**src/rtl/mbist_data_cmp_log_if.sv**
```systemverilog
// Bundle between the MBIST FSM / pattern generator, the comparator and the repair-log consumer.
interface mbist_data_cmp_log_if #(
   parameter int unsigned BIST_ADDR_WD   = 9,
   parameter int unsigned BIST_DATA_WD   = 32,
   parameter int unsigned BIST_LANE_CNT  = 4,
   parameter int unsigned BIST_LOG_DEPTH = 4
);
   localparam int unsigned CW = $clog2(BIST_LOG_DEPTH + 1);

   // Compare request side
   logic                     clear;
   logic                     compare;
   logic                     addr_inc_phase;
   logic                     read_invert;
   logic [BIST_DATA_WD-1:0]  comp_data;
   logic [BIST_DATA_WD-1:0]  rxd_data;
   logic [BIST_ADDR_WD-1:0]  addr;

   // Status side
   logic                     error;
   logic                     correct;
   logic                     error_correct;
   logic [CW-1:0]            error_cnt;
   logic [BIST_LANE_CNT-1:0] lane_fail;

   // Repair-log drain port
   logic                     log_valid;
   logic                     log_ready;
   logic [BIST_ADDR_WD-1:0]  log_addr;
   logic [BIST_LANE_CNT-1:0] log_lane;

   modport master (
      output clear, compare, addr_inc_phase, read_invert, comp_data, rxd_data, addr, log_ready,
      input  error, correct, error_correct, error_cnt, lane_fail, log_valid, log_addr, log_lane
   );

   modport slave (
      input  clear, compare, addr_inc_phase, read_invert, comp_data, rxd_data, addr, log_ready,
      output error, correct, error_correct, error_cnt, lane_fail, log_valid, log_addr, log_lane
   );
endinterface

```
**src/rtl/mbist_data_cmp_log.sv**
```systemverilog
// Multi-lane MBIST read-data comparator with a failing-address repair log.
// Optional feature macro: MBIST_CMP_DEDUP_EN -- drop fails at addresses already logged since clear.
// Log storage is written at index error_cnt; since pops never decrement the count, the
// storage doubles as the history of every address logged since clear.
module mbist_data_cmp_log #(
   parameter int unsigned BIST_ADDR_WD   = 9,
   parameter int unsigned BIST_DATA_WD   = 32,
   parameter int unsigned BIST_LANE_CNT  = 4,
   parameter int unsigned BIST_LOG_DEPTH = 4
) (
   input  logic                  clk,
   input  logic                  rst_n,
   mbist_data_cmp_log_if.slave   bus
);
   localparam int unsigned LW = BIST_DATA_WD / BIST_LANE_CNT;
   localparam int unsigned CW = $clog2(BIST_LOG_DEPTH + 1);

   // Stage-1 registers
   logic                     s1_vld_q,  s1_vld_d;
   logic [BIST_LANE_CNT-1:0] s1_lane_q, s1_lane_d;
   logic [BIST_ADDR_WD-1:0]  s1_addr_q, s1_addr_d;

   // Stage-2 / status registers
   logic                     mask_q,      mask_d;
   logic                     error_q,     error_d;
   logic                     correct_q,   correct_d;
   logic [CW-1:0]            cnt_q,       cnt_d;
   logic [BIST_LANE_CNT-1:0] lane_fail_q, lane_fail_d;
   logic [CW-1:0]            rd_q,        rd_d;
   logic                     log_valid_q, log_valid_d;
   logic [BIST_ADDR_WD-1:0]  log_addr_q,  log_addr_d;
   logic [BIST_LANE_CNT-1:0] log_lane_q,  log_lane_d;

   // Log storage
   logic [BIST_ADDR_WD-1:0]  mem_addr_q [BIST_LOG_DEPTH];
   logic [BIST_LANE_CNT-1:0] mem_lane_q [BIST_LOG_DEPTH];

   logic [BIST_DATA_WD-1:0]  exp_data;
   logic [BIST_DATA_WD-1:0]  diff;
   logic                     s1_fail;
   logic                     fail;
   logic                     room;
   logic                     dup;
   logic                     log_event;
   logic                     push;
   logic                     pop;
   logic                     error_correct_c;

   // Per-lane mismatch against the (optionally inverted) expected pattern
   always_comb begin
      exp_data  = bus.read_invert ? ~bus.comp_data : bus.comp_data;
      diff      = exp_data ^ bus.rxd_data;
      s1_lane_d = '0;
      for (int i = 0; i < int'(BIST_LANE_CNT); i++) begin
         s1_lane_d[i] = |diff[i*LW +: LW];
      end
   end

   // Next-state logic for stage 1, stage 2, log pointers and registered head
   always_comb begin
      s1_vld_d    = s1_vld_q;
      s1_addr_d   = s1_addr_q;
      mask_d      = mask_q;
      error_d     = error_q;
      correct_d   = correct_q;
      cnt_d       = cnt_q;
      lane_fail_d = lane_fail_q;
      rd_d        = rd_q;
      log_valid_d = 1'b0;
      log_addr_d  = '0;
      log_lane_d  = '0;
      dup         = 1'b0;

      s1_fail   = s1_vld_q && (|s1_lane_q);
      fail      = s1_fail && !mask_q;
      room      = cnt_q < CW'(BIST_LOG_DEPTH);
`ifdef MBIST_CMP_DEDUP_EN
      for (int i = 0; i < int'(BIST_LOG_DEPTH); i++) begin
         if ((CW'(i) < cnt_q) && (mem_addr_q[i] == s1_addr_q)) dup = 1'b1;
      end
`endif
      log_event = fail && !dup;
      push      = log_event && room;
      pop       = log_valid_q && bus.log_ready;
      error_correct_c = fail && room;

      s1_vld_d  = bus.compare && !mask_q;
      s1_addr_d = bus.addr;
      // A new fail re-arms the mask even if the FSM is stepping the address
      mask_d    = log_event || (mask_q && !bus.addr_inc_phase);

      if (push) begin
         cnt_d       = cnt_q + CW'(1);
         correct_d   = 1'b1;
         lane_fail_d = lane_fail_q | s1_lane_q;
      end
      if (fail && dup) lane_fail_d = lane_fail_q | s1_lane_q;
      if (log_event && !room) error_d = 1'b1;
      if (pop) rd_d = rd_q + CW'(1);

      log_valid_d = (rd_d != cnt_d);
      if (log_valid_d) begin
         if (push && (rd_d == cnt_q)) begin
            log_addr_d = s1_addr_q;
            log_lane_d = s1_lane_q;
         end else begin
            for (int i = 0; i < int'(BIST_LOG_DEPTH); i++) begin
               if (CW'(i) == rd_d) begin
                  log_addr_d = mem_addr_q[i];
                  log_lane_d = mem_lane_q[i];
               end
            end
         end
      end

      if (bus.clear) begin
         s1_vld_d    = 1'b0;
         s1_addr_d   = '0;
         mask_d      = 1'b0;
         error_d     = 1'b0;
         correct_d   = 1'b0;
         cnt_d       = '0;
         lane_fail_d = '0;
         rd_d        = '0;
         log_valid_d = 1'b0;
         log_addr_d  = '0;
         log_lane_d  = '0;
         push        = 1'b0;
      end
   end

   // State registers
   always_ff @(posedge clk or negedge rst_n) begin
      if (!rst_n) begin
         s1_vld_q    <= 1'b0;
         s1_lane_q   <= '0;
         s1_addr_q   <= '0;
         mask_q      <= 1'b0;
         error_q     <= 1'b0;
         correct_q   <= 1'b0;
         cnt_q       <= '0;
         lane_fail_q <= '0;
         rd_q        <= '0;
         log_valid_q <= 1'b0;
         log_addr_q  <= '0;
         log_lane_q  <= '0;
      end else begin
         s1_vld_q    <= s1_vld_d;
         s1_lane_q   <= bus.clear ? '0 : s1_lane_d;
         s1_addr_q   <= s1_addr_d;
         mask_q      <= mask_d;
         error_q     <= error_d;
         correct_q   <= correct_d;
         cnt_q       <= cnt_d;
         lane_fail_q <= lane_fail_d;
         rd_q        <= rd_d;
         log_valid_q <= log_valid_d;
         log_addr_q  <= log_addr_d;
         log_lane_q  <= log_lane_d;
      end
   end

   // Log storage write at the current fill index
   always_ff @(posedge clk or negedge rst_n) begin
      if (!rst_n) begin
         for (int i = 0; i < int'(BIST_LOG_DEPTH); i++) begin
            mem_addr_q[i] <= '0;
            mem_lane_q[i] <= '0;
         end
      end else begin
         for (int i = 0; i < int'(BIST_LOG_DEPTH); i++) begin
            if (push && (CW'(i) == cnt_q)) begin
               mem_addr_q[i] <= s1_addr_q;
               mem_lane_q[i] <= s1_lane_q;
            end
         end
      end
   end

   assign bus.error         = error_q;
   assign bus.correct       = correct_q;
   assign bus.error_correct = error_correct_c;
   assign bus.error_cnt     = cnt_q;
   assign bus.lane_fail     = lane_fail_q;
   assign bus.log_valid     = log_valid_q;
   assign bus.log_addr      = log_addr_q;
   assign bus.log_lane      = log_lane_q;
endmodule
```
**src/flat_wrapper.sv**
```systemverilog
// flat-port wrapper written by rule: the top's interface ports become plain ports
module mbist_data_cmp_log_flat 
#(
   parameter int unsigned BIST_ADDR_WD   = 9,
   parameter int unsigned BIST_DATA_WD   = 32,
   parameter int unsigned BIST_LANE_CNT  = 4,
   parameter int unsigned BIST_LOG_DEPTH = 4
)
  (clk, rst_n, bus_clear, bus_compare, bus_addr_inc_phase, bus_read_invert, bus_comp_data, bus_rxd_data, bus_addr, bus_log_ready, bus_error, bus_correct, bus_error_correct, bus_error_cnt, bus_lane_fail, bus_log_valid, bus_log_addr, bus_log_lane);
  mbist_data_cmp_log_if #(.BIST_ADDR_WD(BIST_ADDR_WD), .BIST_DATA_WD(BIST_DATA_WD), .BIST_LANE_CNT(BIST_LANE_CNT), .BIST_LOG_DEPTH(BIST_LOG_DEPTH)) bus_i ();
  input  logic clk;
  input  logic rst_n;
  input wire logic [$bits(bus_i.clear)-1:0] bus_clear;
  input wire logic [$bits(bus_i.compare)-1:0] bus_compare;
  input wire logic [$bits(bus_i.addr_inc_phase)-1:0] bus_addr_inc_phase;
  input wire logic [$bits(bus_i.read_invert)-1:0] bus_read_invert;
  input wire logic [$bits(bus_i.comp_data)-1:0] bus_comp_data;
  input wire logic [$bits(bus_i.rxd_data)-1:0] bus_rxd_data;
  input wire logic [$bits(bus_i.addr)-1:0] bus_addr;
  input wire logic [$bits(bus_i.log_ready)-1:0] bus_log_ready;
  output wire logic [$bits(bus_i.error)-1:0] bus_error;
  output wire logic [$bits(bus_i.correct)-1:0] bus_correct;
  output wire logic [$bits(bus_i.error_correct)-1:0] bus_error_correct;
  output wire logic [$bits(bus_i.error_cnt)-1:0] bus_error_cnt;
  output wire logic [$bits(bus_i.lane_fail)-1:0] bus_lane_fail;
  output wire logic [$bits(bus_i.log_valid)-1:0] bus_log_valid;
  output wire logic [$bits(bus_i.log_addr)-1:0] bus_log_addr;
  output wire logic [$bits(bus_i.log_lane)-1:0] bus_log_lane;
  assign bus_i.clear = bus_clear;
  assign bus_i.compare = bus_compare;
  assign bus_i.addr_inc_phase = bus_addr_inc_phase;
  assign bus_i.read_invert = bus_read_invert;
  assign bus_i.comp_data = bus_comp_data;
  assign bus_i.rxd_data = bus_rxd_data;
  assign bus_i.addr = bus_addr;
  assign bus_i.log_ready = bus_log_ready;
  assign bus_error = bus_i.error;
  assign bus_correct = bus_i.correct;
  assign bus_error_correct = bus_i.error_correct;
  assign bus_error_cnt = bus_i.error_cnt;
  assign bus_lane_fail = bus_i.lane_fail;
  assign bus_log_valid = bus_i.log_valid;
  assign bus_log_addr = bus_i.log_addr;
  assign bus_log_lane = bus_i.log_lane;
  mbist_data_cmp_log #(.BIST_ADDR_WD(BIST_ADDR_WD), .BIST_DATA_WD(BIST_DATA_WD), .BIST_LANE_CNT(BIST_LANE_CNT), .BIST_LOG_DEPTH(BIST_LOG_DEPTH)) u_core (.clk(clk), .rst_n(rst_n), .bus(bus_i));
endmodule
```
**config.mk**
```make
export PLATFORM = sky130hd
export DESIGN_NAME = mbist_data_cmp_log_flat
export DESIGN_NICKNAME = d
export VERILOG_FILES = /design/src/rtl/mbist_data_cmp_log_if.sv /design/src/rtl/mbist_data_cmp_log.sv /design/src/flat_wrapper.sv
export SDC_FILE = /design/constraint.sdc
export NUM_CORES = 1
export LEC_CHECK = 0
export CAP_MARGIN = 20
export CELL_PAD_IN_SITES_DETAIL_PLACEMENT = 0
export CELL_PAD_IN_SITES_GLOBAL_PLACEMENT = 2
export CORE_MARGIN = 2
export CORE_UTILIZATION = 30
export CTS_CLUSTER_DIAMETER = 60
export DETAILED_ROUTE_END_ITERATION = 10
export DONT_BUFFER_PORTS = 1
export PLACE_DENSITY = 0.72
export SYNTH_ARGS = -nofsm -noshare
export SYNTH_HDL_FRONTEND = slang
export SYNTH_SLANG_ARGS = --single-unit
```
**constraint.sdc**
```tcl
create_clock -name clk -period 2.8 [get_ports clk]
set_input_delay 0.84 -clock clk [delete_from_list [all_inputs] [get_ports clk]]
set_output_delay 0.84 -clock clk [all_outputs]
set_load 0.05 [all_outputs]
```
### Word-level counts from Yosys, hierarchy flattened

Cells that the tools add are included.

| storage, ports and cells | value |
|---|---|
| bits in registers | 93 |
| input bits | 80 |

| operators by class | value |
|---|---|
| bitwise operators | 3 |
| add/sub/neg operators | 2 |
| muxes and demuxes | 31 |
| $lt $le $gt $ge | 1 |
| eq/ne operators | 8 |
| reduce and logical (&&, ||, !) cells | 25 |

Operator list:

| kind | count |
|---|---|
| $mux W9 | 8 |
| $mux W4 | 10 |
| $mux W32 | 1 |
| $not A32 Y32 | 1 |
| $reduce_or A8 Y1 | 4 |
| $xor A32 B32 Y32 | 1 |
| $eq A2 B3 Y1 const A | 4 |
| $logic_and A1 B1 Y1 | 12 |
| $mux W3 | 4 |
| $mux W1 | 8 |
| $add A3 B1 Y3 const B | 2 |
| $eq A1 B3 Y1 const A | 2 |
| $logic_not A3 Y1 | 2 |
| $or A4 B4 Y4 | 1 |
| $reduce_bool A2 Y1 | 2 |
| $reduce_or A4 Y1 | 1 |
| $eq A3 B3 Y1 | 1 |
| $logic_not A1 Y1 | 3 |
| $lt A3 B3 Y1 const B | 1 |
| $ne A3 B3 Y1 | 1 |
| $logic_or A1 B1 Y1 | 1 |

### Logic depth before layout (Yosys ltp)

| logic depth | value |
|---|---|
| depth in word-level cells | 10 |
| mapped depth | 8 |
| gate-level depth less buffers | 6 |

### Worst setup path before layout

Ideal clock, no wire load.

| path | value |
|---|---|
| path type | reg2reg |
| from | reg u_core.cnt_q[2], in the netlist u_core.bus.error_cnt[2] |
| to | reg u_core.log_addr_q[1], in the netlist u_core.bus.log_addr[1] |
| path slack | 417 ps |
| stages on the path, launching flop included | 7 |
| data arrival time | 2272 ps |
| period minus slack after synthesis | 2383 ps |
| library setup time | 111 ps |
| cell sequence | dfrtp_1 -> or3b_4 -> nor2_4 -> o2111a_1 -> buf_4 -> a21oi_1 -> a2111oi_2 |

| on the way | value |
|---|---|
| word-level cells in the longest chain between the ends | 6 |
| elaborated cells on any way between the ends | 10 |

Ends and longest elaborated chain:

| item | line | text |
|---|---|---|
| start: declaration | mbist_data_cmp_log.sv:27 | `logic [CW-1:0] cnt_q, cnt_d;` |
| start signal: assignment | mbist_data_cmp_log.sv:154 | `cnt_q <= cnt_d;` |
| $lt A3 B3 Y1 * | mbist_data_cmp_log.sv:76 | `room = cnt_q < CW'(BIST_LOG_DEPTH);` |
| $logic_and A1 B1 Y1 * | n/a |  |
| named net bus_error_correct | flat_wrapper.sv:23 | `output wire logic [$bits(bus_i.error_correct)-1:0] bus_error_correct;` |
| $mux W3 or $logic_and A1 B1 Y1 (tied branches) | mbist_data_cmp_log.sv:92, mbist_data_cmp_log.sv:103 |  |
| $ne A3 B3 Y1 or $mux W9 (tied branches) | mbist_data_cmp_log.sv:101, mbist_data_cmp_log.sv:103 |  |
| $mux W9 * | mbist_data_cmp_log.sv:102 | `if (log_valid_d) begin` |
| $mux W9 * | mbist_data_cmp_log.sv:116 | `if (bus.clear) begin` |
| named net u_core.log_addr_d[1] | mbist_data_cmp_log.sv:31 | `logic [BIST_ADDR_WD-1:0] log_addr_q, log_addr_d;` |
| end signal: assignment | mbist_data_cmp_log.sv:158 | `log_addr_q <= log_addr_d;` |
| end: declaration | mbist_data_cmp_log.sv:31 |  |

Mark *: on every way through the listed nets, which the timed path passes. The rest lies on a longest branch.
A chain may end at the register's enable or synchronous reset.

### Worst setup path after layout

| path | value |
|---|---|
| from | reg u_core.cnt_q[2], in the netlist u_core.bus.error_cnt[2] |
| to | out bus_error_correct |

| on the way | value |
|---|---|
| word-level cells in the longest chain between the ends | 2 |

Ends and longest elaborated chain:

| item | line | text |
|---|---|---|
| $lt A3 B3 Y1 | mbist_data_cmp_log.sv:76 |  |
| $logic_and A1 B1 Y1 | mbist_data_cmp_log.sv:85 | `error_correct_c = fail && room;` |
| end: declaration | flat_wrapper.sv:23 |  |

Every way passes these cells.

==> flow_summary_export.csv <==
group,metric,value,unit
logic_synthesis,ys.warnings.count,0,
global_routing,grt_util_met1,0.1915,
routing,final_antenna_net_count,0,
sta,setup_viol_count_final,0,
pwr,power.net_switching,1.058,mW
logic_synthesis,netlist_instances,419,
sta,fin_tns_setup,0,ps
routing,detail_route.wirelength,12.08,mm
placement,port-buffer-count,0,
clock_network,cts-resized-gates,0,
clock_network,path_clk_slew,60,ps
pwr,internal_power,2.567,mW
global_routing,groute.usage.overall,0.1524,
pwr,p_sw_frac,0.2919,
die,fp.dieW,129.2,microns
finish,fin_nets,518,
sta,fin_crit_sh,0.8826,
global_routing,use_met2,0.2619,
pwr,pwr_density_cell,674.5,nW/um^2
sta,clock.fmax,0.4047,GHz
logic_synthesis,synth_seq_cells,93,
global_routing,globalRoute.busiestLayer,"met2",
clock_network,cts_made_buffers,9,
clock_network,cts_max_path_buffers,2,
die,floorplan.core_area,15260,sq um
clock_network,clk_latency,340,ps
global_routing,grt_antenna_before_repair,0,
logic_synthesis,netlist_top_cells_area,"sky130_fd_sc_hd__dfrtp_1 (49%), sky130_fd_sc_hd__mux2_2 (12%), sky130_fd_sc_hd__xor2_1 (6.3%)",
clock_network,postCtsHoldBufs,0,
logic_synthesis,synth_top_area_cell,"sky130_fd_sc_hd__dfrtp_1",
worst_setup_path,crit_arrival,1630,ps
sta,fin_worst_skew,6.995,ps
sta,relSlewSlack,0.6437,
sta,fin_hold_ws,193.2,ps
sta,timing_max_transition_violations_final,0,
placement,placement.setup.worst_slack,255.1,ps
logic_synthesis,syn-num-nets,505,
status,run_status,"finished, final reports clean",
die,placementRows,45,
die,dieArea,16700,sq um
routing,drt_first_iter_violations,211,
clock_network,tritoncts_clock_tree,"built",
die,floorplan.initialDensity,0.3082,
placement,gp_congestion,0.7460,
logic_synthesis,netlist_cell_types,42,
sta,finalWorstSetupSlack,328.8,ps
routing,routedWlPerCell,18.64,microns
worst_setup_path,worst_setup_path_start_kind,"flop",
clock_network,post_cts_buffers,0,
die,num_io_pins,104,
pwr,power_frac_clock,0.361,
pwr,worst_ir_drop_vdd,0.2715,mV
sta,finalHoldViolCount,0,
global_routing,grt_pass1_wl,19.14,mm
routing,dr_total_vias,3305,
worst_setup_path,setup.worst_path.class,"flop to output port",
hold_path,worstHoldPathType,"input pin to async pin",
global_routing,via_count_of_the_first_global_routing_pass,3459,
logic_synthesis,synthesis.area,4703,sq um
worst_setup_path,critical_path_peak_fanout,7,
global_routing,grt_start_max_net_pins,94,
flow_run,max_cap_viol_count,0,
placement,detailed_placer_s_ending_hpwl,8.046,mm
global_routing,gr-total-overflow,0,
sta,unrepaired_setup_endpoints_after_global_routing,"no",
logic_synthesis,post_synth.cell_area_avg,11.22,sq um
clock_network,root_buffer,"sky130_fd_sc_hd__clkbuf_16",
routing,detailedRoute.firstPassIterationCount,4,
routing,routed_via_density,5.100,
sta,worst_slew_pin_slew,534.8,ps
logic_synthesis,netlist.area_leader.share,0.4948,
die,die_height,129.2,microns
worst_setup_path,critPathRequiredTime,1960,ps
pwr,static_leakage,2.433,nW
sta,final_period_minus_worst_setup_slack,2471,ps
finish,insertedDiodeCount,0,
pwr,seqPwrFrac,0.469,
finish,layout-area-overhead-vs-synth,14.29,%
logic_synthesis,synth.yosys.seq_area_share,0.4948,
clock_network,cts_sink_count,93,
clock_network,ctsHtreeMaxLevel,3,
finish,drive_above_1_share,0.2449,
worst_setup_path,timing.critical_path.to_type,"output port",
routing,remaining_drc_errors,0,
pwr,combPwrFrac,0.170,
global_routing,grt_use_met3,0.02601,
## Yosys cell counts
| cell type | instances |
|---|---|
| sky130_fd_sc_hd__dfrtp_1 | 93 |
| sky130_fd_sc_hd__mux2_2 | 52 |
| sky130_fd_sc_hd__a21oi_1 | 36 |
| sky130_fd_sc_hd__nor2_1 | 34 |
| sky130_fd_sc_hd__xor2_1 | 34 |
| sky130_fd_sc_hd__o21ai_0 | 27 |
| sky130_fd_sc_hd__nand3_1 | 19 |
| sky130_fd_sc_hd__and3_1 | 16 |
| sky130_fd_sc_hd__clkbuf_1 | 13 |
| sky130_fd_sc_hd__nand2_1 | 13 |
| sky130_fd_sc_hd__a2111oi_2 | 10 |
| sky130_fd_sc_hd__nor2b_1 | 9 |
| sky130_fd_sc_hd__buf_2 | 6 |
| sky130_fd_sc_hd__ha_1 | 6 |
| sky130_fd_sc_hd__inv_1 | 4 |
| sky130_fd_sc_hd__nand4_1 | 4 |
| sky130_fd_sc_hd__nor4_1 | 4 |
| sky130_fd_sc_hd__a2111oi_0 | 3 |
| sky130_fd_sc_hd__nor3_1 | 3 |
| sky130_fd_sc_hd__xnor2_1 | 3 |
| sky130_fd_sc_hd__a21bo_2 | 2 |
| sky130_fd_sc_hd__a31oi_1 | 2 |
| sky130_fd_sc_hd__a41oi_1 | 2 |
| sky130_fd_sc_hd__nand3b_1 | 2 |
| sky130_fd_sc_hd__nor3b_1 | 2 |
| sky130_fd_sc_hd__o31a_1 | 2 |
| sky130_fd_sc_hd__o41a_1 | 2 |
| sky130_fd_sc_hd__xnor3_1 | 2 |
| sky130_fd_sc_hd__a211oi_4 | 1 |
| sky130_fd_sc_hd__a21boi_0 | 1 |
| sky130_fd_sc_hd__and3b_1 | 1 |
| sky130_fd_sc_hd__buf_1 | 1 |
| sky130_fd_sc_hd__buf_4 | 1 |
| sky130_fd_sc_hd__buf_6 | 1 |
| sky130_fd_sc_hd__nand2b_1 | 1 |
| sky130_fd_sc_hd__nor2_4 | 1 |
| sky130_fd_sc_hd__nor4_4 | 1 |
| sky130_fd_sc_hd__o2111a_1 | 1 |
| sky130_fd_sc_hd__o2111ai_1 | 1 |
| sky130_fd_sc_hd__or3_4 | 1 |
| sky130_fd_sc_hd__or3b_4 | 1 |
| sky130_fd_sc_hd__or4_1 | 1 |
## sequential cells by signal, summed over array words and instances, names as in the netlist
name                  count
u_core.mem_addr_q        36
u_core.s1_addr_q          9
u_core.s1_vld_q           1
u_core.bus.correct        1
u_core.bus.lane_fail      4
u_core.bus.log_valid      1
u_core.bus.log_addr       9
u_core.rd_q               3
u_core.s1_lane_q          4
u_core.bus.error_cnt      3
u_core.bus.log_lane       4
u_core.mask_q             1
u_core.mem_lane_q        16
u_core.bus.error          1
## area by class of cell
type | count | area (sq um)
clock buffers | 11 | 232.7
clock inverters | 5 | 83.83
fillers | 1540 | 9883
inverters | 4 | 15.01
multi-input cells | 300 | 2260
flip-flops and latches | 93 | 2327
well taps | 211 | 264.0
repair buffers | 24 | 192.7
## worst max-delay path, stage by stage, from the launching register on
cell,delay (ps)
sky130_fd_sc_hd__dfrtp_1,470
sky130_fd_sc_hd__or3b_4,430
sky130_fd_sc_hd__nor2_4,130
sky130_fd_sc_hd__buf_4,250
## through the flow
step	area [sq um]	total power, mW	cells	util
after CTS	5375	3.674	648	0.3523
after global placement	5059	2.330	632	0.3315
after detailed placement	5059	2.346	632	0.3315
final	5375	3.626	648	0.3523
after global routing	5375	3.797	648	0.3523
after floorplan	4703	2.158	419	-
## worst paths after layout
| kind | to | cells past startpoint | slack [ps] | startpoint |
|---|---|---|---|---|
| setup / recovery | bus_error_correct | 3 | 330 | u_core.bus.error_cnt[2]$_DFF_PN0_ |
| hold / removal | u_core.s1_addr_q[6]$_DFF_PN0_ | 0 | 190 | rst_n |
| setup reg to reg | u_core.bus.log_addr[8]$_DFF_PN0_ | 7 | 430 | u_core.rd_q[0]$_DFF_PN0_ |
| hold reg to reg | u_core.mem_addr_q[11]$_DFFE_PN0P_ | 1 | 500 | u_core.mem_addr_q[11]$_DFFE_PN0P_ |
| max in group asynchronous | u_core.mem_addr_q[3]$_DFFE_PN0P_ | 0 | 2490 | rst_n |
| min in group clk | u_core.mem_addr_q[11]$_DFFE_PN0P_ | 1 | 500 | u_core.mem_addr_q[11]$_DFFE_PN0P_ |
## per-layer routing
metal,part of all wire,vias to the layer above,wire [microns]
li1,-,1536,-
met4,0.016,0,196
met3,0.055,12,660
met1,0.42,1641,5117
met5,0,-,0
met2,0.51,116,6107
## cells by family (layout without fill, tap and decap cells)
logic type / count (synthesis) / in the layout / share of synthesized area
buffers and inverters: 26 / 44 / 0.02474
adders and majority gates: 6 / 6 / 0.01596
DFF: 93 / 93 / 0.4948
muxes: 52 / 52 / 0.1245
xor gates and xnor gates: 39 / 39 / 0.07848
and+or+nand+nor: 113 / 113 / 0.1277
AOI/OAI and AO/OA: 90 / 90 / 0.1338
## power by group through the flow
stage	registers (mW)	logic, mW	clock network, mW
final	1.70	0.618	1.31
after global routing	1.72	0.675	1.40
after CTS	1.70	0.623	1.35
after detailed placement	1.73	0.620	0
after floorplan	1.70	0.454	0
after global placement	1.72	0.609	0
## cell usage in the layout, fill, tap and decap left out, types with 3 or more instances in the layout
cell,Yosys,layout
sky130_fd_sc_hd__buf_4,1,23
sky130_fd_sc_hd__dfrtp_1,93,93
sky130_fd_sc_hd__nor3_1,3,3
sky130_fd_sc_hd__xor2_1,34,34
sky130_fd_sc_hd__xnor2_1,3,3
sky130_fd_sc_hd__a2111oi_0,3,3
sky130_fd_sc_hd__a21oi_1,36,36
sky130_fd_sc_hd__mux2_2,52,52
sky130_fd_sc_hd__nor2b_1,9,9
sky130_fd_sc_hd__clkbuf_16,0,9
sky130_fd_sc_hd__nor2_1,34,34
sky130_fd_sc_hd__nor4_1,4,4
sky130_fd_sc_hd__nand4_1,4,4
sky130_fd_sc_hd__ha_1,6,6
sky130_fd_sc_hd__nand3_1,19,19
sky130_fd_sc_hd__o21ai_0,27,27
sky130_fd_sc_hd__a2111oi_2,10,10
sky130_fd_sc_hd__inv_1,4,4
sky130_fd_sc_hd__and3_1,16,16
sky130_fd_sc_hd__nand2_1,13,13
Power figures use the tool's default switching activity.
